[src/rtl/serial_subtractor.sv]
// Bit-serial WIDTH-bit subtractor (diff = a - b - b_in), LSB-first, one bit per clock.
// Define SUB_OVF_EN to add the registered signed-overflow output ovf.
module serial_subtractor #(
   parameter int WIDTH = 8
) (
   input  logic             clk,
   input  logic             rst,
   input  logic             start,
   input  logic [WIDTH-1:0] a,
   input  logic [WIDTH-1:0] b,
   input  logic             b_in,
   output logic             busy,
   output logic             done,
   output logic [WIDTH-1:0] diff,
   output logic             b_out
`ifdef SUB_OVF_EN
   ,
   output logic             ovf
`endif
);

   localparam int CNT_W = (WIDTH > 2) ? $clog2(WIDTH) : 1;
   localparam logic [CNT_W-1:0] LAST = CNT_W'(WIDTH - 1);

   typedef enum logic [1:0] {IDLE, BUSY, DONE} state_t;

   state_t           state_q;
   logic [WIDTH-1:0] a_q;
   logic [WIDTH-1:0] b_q;
   logic [WIDTH-1:0] res_q;
   logic             br_q;
   logic [CNT_W-1:0] cnt_q;

   logic             d_bit_d;
   logic             br_d;
   logic [WIDTH-1:0] res_d;

   // Full-subtractor cell on the current LSBs; the result fills from the MSB end.
   assign d_bit_d = a_q[0] ^ b_q[0] ^ br_q;
   assign br_d    = (~a_q[0] & b_q[0]) | (~(a_q[0] ^ b_q[0]) & br_q);
   assign res_d   = {d_bit_d, res_q[WIDTH-1:1]};

`ifdef SUB_OVF_EN
   logic a_msb_q;
   logic b_msb_q;
`endif

   always_ff @(posedge clk) begin
      if (rst) begin
         state_q <= IDLE;
         a_q     <= '0;
         b_q     <= '0;
         res_q   <= '0;
         br_q    <= 1'b0;
         cnt_q   <= '0;
         busy    <= 1'b0;
         done    <= 1'b0;
         diff    <= '0;
         b_out   <= 1'b0;
`ifdef SUB_OVF_EN
         a_msb_q <= 1'b0;
         b_msb_q <= 1'b0;
         ovf     <= 1'b0;
`endif
      end else begin
         case (state_q)
            IDLE: begin
               done <= 1'b0;
               if (start) begin
                  a_q     <= a;
                  b_q     <= b;
                  br_q    <= b_in;
                  res_q   <= '0;
                  cnt_q   <= '0;
                  busy    <= 1'b1;
                  state_q <= BUSY;
`ifdef SUB_OVF_EN
                  a_msb_q <= a[WIDTH-1];
                  b_msb_q <= b[WIDTH-1];
`endif
               end
            end
            BUSY: begin
               a_q   <= a_q >> 1;
               b_q   <= b_q >> 1;
               br_q  <= br_d;
               res_q <= res_d;
               cnt_q <= cnt_q + 1'b1;
               // Ports only change here, so intermediate shifting stays hidden.
               if (cnt_q == LAST) begin
                  state_q <= DONE;
                  done    <= 1'b1;
                  diff    <= res_d;
                  b_out   <= br_d;
`ifdef SUB_OVF_EN
                  ovf     <= (a_msb_q ^ b_msb_q) & (d_bit_d ^ a_msb_q);
`endif
               end
            end
            DONE: begin
               state_q <= IDLE;
               done    <= 1'b0;
               busy    <= 1'b0;
            end
            default: begin
               state_q <= IDLE;
               done    <= 1'b0;
               busy    <= 1'b0;
            end
         endcase
      end
   end

endmodule
[config.mk]
export PLATFORM = sky130hd
export DESIGN_NAME = serial_subtractor
export DESIGN_NICKNAME = d
export VERILOG_FILES = /design/src/rtl/serial_subtractor.sv
export SDC_FILE = /design/constraint.sdc
export NUM_CORES = 1
export LEC_CHECK = 0
export ABC_AREA = 1
export CORE_AREA = 2 2 61 63
export CTS_CLUSTER_SIZE = 14
export DETAILED_ROUTE_END_ITERATION = 6
export DIE_AREA = 0 0 63 65
export PLACE_DENSITY = 0.76
export SKIP_CTS_REPAIR_TIMING = 1
export SYNTH_ARGS = -nofsm -noshare
export SYNTH_HDL_FRONTEND = slang
export SYNTH_SLANG_ARGS = --single-unit
[constraint.sdc]
create_clock -name clk -period 1.5 [get_ports clk]
set_input_delay 0.3 -clock clk [delete_from_list [all_inputs] [get_ports clk]]
set_output_delay 0.3 -clock clk [all_outputs]
set_load 0.05 [all_outputs]
==> results.py <==
metrics = {
    "outcome": {
        "outcome": "finished, final reports clean",
    },
    "synth": {
        "yosys_most_used_dff": "dfxtp_1",
        "synth_edf_count": 0,
        "syn_avg_cell_area_sq_um": 7.08,
        "synth_cell_type_count": 18,
        "synth_common_cells": "66 x nand2_1, 40 x dfxtp_1, 36 x nor2_1, 28 x inv_1, 22 x o21ai_0",
        "syn_nets": 261,
        "synthCells": 238,
        "ys_seq_area_frac": 0.475,
        "ys_seq_elements": 40,
        "yosysMostFrequentCell": "nand2_1",
        "netlist_area_sq_um": 1680,
        "synthArstFlopShare": 0,
        "ys_warn_count": 0,
        "synth.top_cell.area_share": 0.475,
        "synth_top_area_cell": "dfxtp_1",
        "synth_area_leaders": "dfxtp_1 48%, nand2_1 15%, nor2_1 8.0%, o21ai_0 6.5%, inv_1 6.2%",
    },
    "sta": {
        "rsz0062_at_grt": "no",
        "drv_slew": 0,
        "slew_headroom": 0.797,
        "final.setup.worst_slack_ns": 0.216,
        "setup_viol": 0,
        "tightest_slew_ns": 0.304,
        "tns_ns": 0,
        "clock_skew_ns": 0.00519,
        "timing.hold.ws_ns": 0.467,
        "period_share": 0.856,
        "fin_crit_ns": 1.28,
        "hold_violations": 0,
        "fmax_mhz": 779,
    },
    "worst_setup_path": {
        "r2r_end": "b_out",
        "worstPathArrival_ns": 1.53,
        "crit_path_end_kind": "flop",
        "rrSetupSlack_ns": 0.22,
        "path_class": "reg -> reg",
        "reg2reg_depth": 7,
        "cp.required_ns": 1.75,
        "cp_max_fo": 11,
        "r2r-start": "cnt_q[0]",
        "start_kind": "flop",
    },
    "place": {
        "dp_cells": 314,
        "dp_slack_ns": 0.0382,
        "placed_area_sq_um": 2170,
        "gp_congestion": 0.785,
        "dpl.hpwl_um": 2260,
        "portBuffers": 30,
    },
    "grt": {
        "grt_max_degree": 34,
        "track_usage": 0.177,
        "antenna_found_initial": 0,
        "grt.overflow.total": 0,
        "grt_pass1_vias": 1397,
        "grt_pass1_wl_um": 5710,
    },
    "drt": {
        "drt_iter0_markers": 52,
        "ant_nets": 0,
        "routedWlPerCell_um": 9.90,
        "dr.pass1.iters": 5,
        "vias": 1500,
        "remaining_drc_errors": 0,
        "wirelength_um": 3190,
        "viasPerCell": 4.66,
    },
    "min_path": {
        "hold_class": "reg -> reg",
        "min_delay_path_depth": 1,
        "holdPathEnd": "cnt_q[0]",
        "holdCritStartpoint": "cnt_q[0]",
    },
    "cts": {
        "clockBufferDepth": 2,
        "clk_latency_ns": 0.35,
        "cts_buffers": 5,
        "clockRootBuffer": "clkbuf_4",
        "cts.clk_slew.worst_paths_ns": 0.12,
        "cts_sinks": 40,
        "cts_max_level": 2,
        "cts_tree": "yes",
    },
    "floorplanning": {
        "dieArea_sq_um": 4100,
        "die_x_um": 63,
        "core_area_sq_um": 3500,
        "fp-row-count": 22,
        "die_y_um": 65,
        "initial_core_util": 0.482,
        "io-pin-count": 31,
    },
    "final_layout": {
        "area_growth_pct": 32.5,
        "fin_cells": 322,
        "nets": 296,
        "final_area_sq_um": 2230,
        "drive_gt1_frac": 0.131,
        "diodes": 0,
    },
    "pwr": {
        "irDropWorstVdd_mv": 0.691,
        "p_leak_nw": 0.990,
        "p_per_area_nw_per_um2": 909,
    },
    "job": {
        "max_cap_violations": 0,
    },
}
registers in the layout, summed over array words and instances (netlist names):
name	count
res_q	7
a_q	8
b_q	8
state_q	2
br_q	1
cnt_q	3
b_out	1
done	1
diff	8
busy	1
cells by family (layout without fill, tap and decap cells):
| group | count (synthesis) | count (layout) | synth area share |
|---|---|---|---|
| compound gates | 36 | 36 | 0.109 |
| buf+inv | 41 | 77 | 0.112 |
| fa+ha+maj | 3 | 3 | 0.0267 |
| flops | 40 | 40 | 0.475 |
| simple gates | 118 | 118 | 0.276 |
metal layers:
metal  global-route usage  wire [um]
met5                    0          0
met2                0.271       1420
met4                0.100         71
met3               0.0538        188
met1                0.220       1510
area by class of cell:
class,instances,area (sq um)
fillers,338,1260
repair buffers,40,498
multi-input cells,157,703
well taps,48,60.1
clock inverters,2,10.0
clock buffers,6,51.3
flip-flops and latches,40,801
inverters,29,109
worst max-delay path, cell delays in order, from the launching register on:
cell and delay [ns]:
dfxtp_1 0.37, ha_1 0.15, ha_1 0.15, inv_1 0.06, nor2_2 0.18, inv_2 0.12, nand3_1 0.08, o21ai_0 0.07
per-stage QoR:
| stage | total power, W | utilization |
|---|---|---|
| 2_1_floorplan | 0.00137 | - |
| 3_3_place_gp | 0.00147 | 0.620 |
| 3_5_place_dp | 0.00148 | 0.620 |
| 4_1_cts | 0.00204 | 0.637 |
| 5_1_grt | 0.00214 | 0.639 |
| 6_report | 0.00203 | 0.639 |
cell usage in the layout (no fill, tap or decap), drive strengths merged, types with 6 or more instances in the layout:
master         count
inv               29
nand2             67
clkbuf             6
buf               21
a21oi              7
o21ai             26
nor2              37
nand3             13
clkdlybuf4s50     19
dfxtp             40
how the worst max path moves through the flow:
stage,end,startpoint,cells after the start,slack [ns]
after CTS,diff[1],cnt_q[0],7,0.1
after detailed placement,diff[3],rst,6,0.04
after floorplan,diff[2],cnt_q[0],8,0.24
after global placement,diff[3],rst,6,0.05
after global routing,diff[6],cnt_q[0],7,0.03
final,b_out,cnt_q[0],7,0.22
power by group:
part	total (W)	switching, W	internal, W
combinational	0.000323	0.000176	0.000147
clock	0.000571	0.000348	0.000223
sequential	0.00113	0.0000212	0.00111
total	0.00203	0.000544	0.00148
Note: power is estimated with default switching activity, not from simulation.
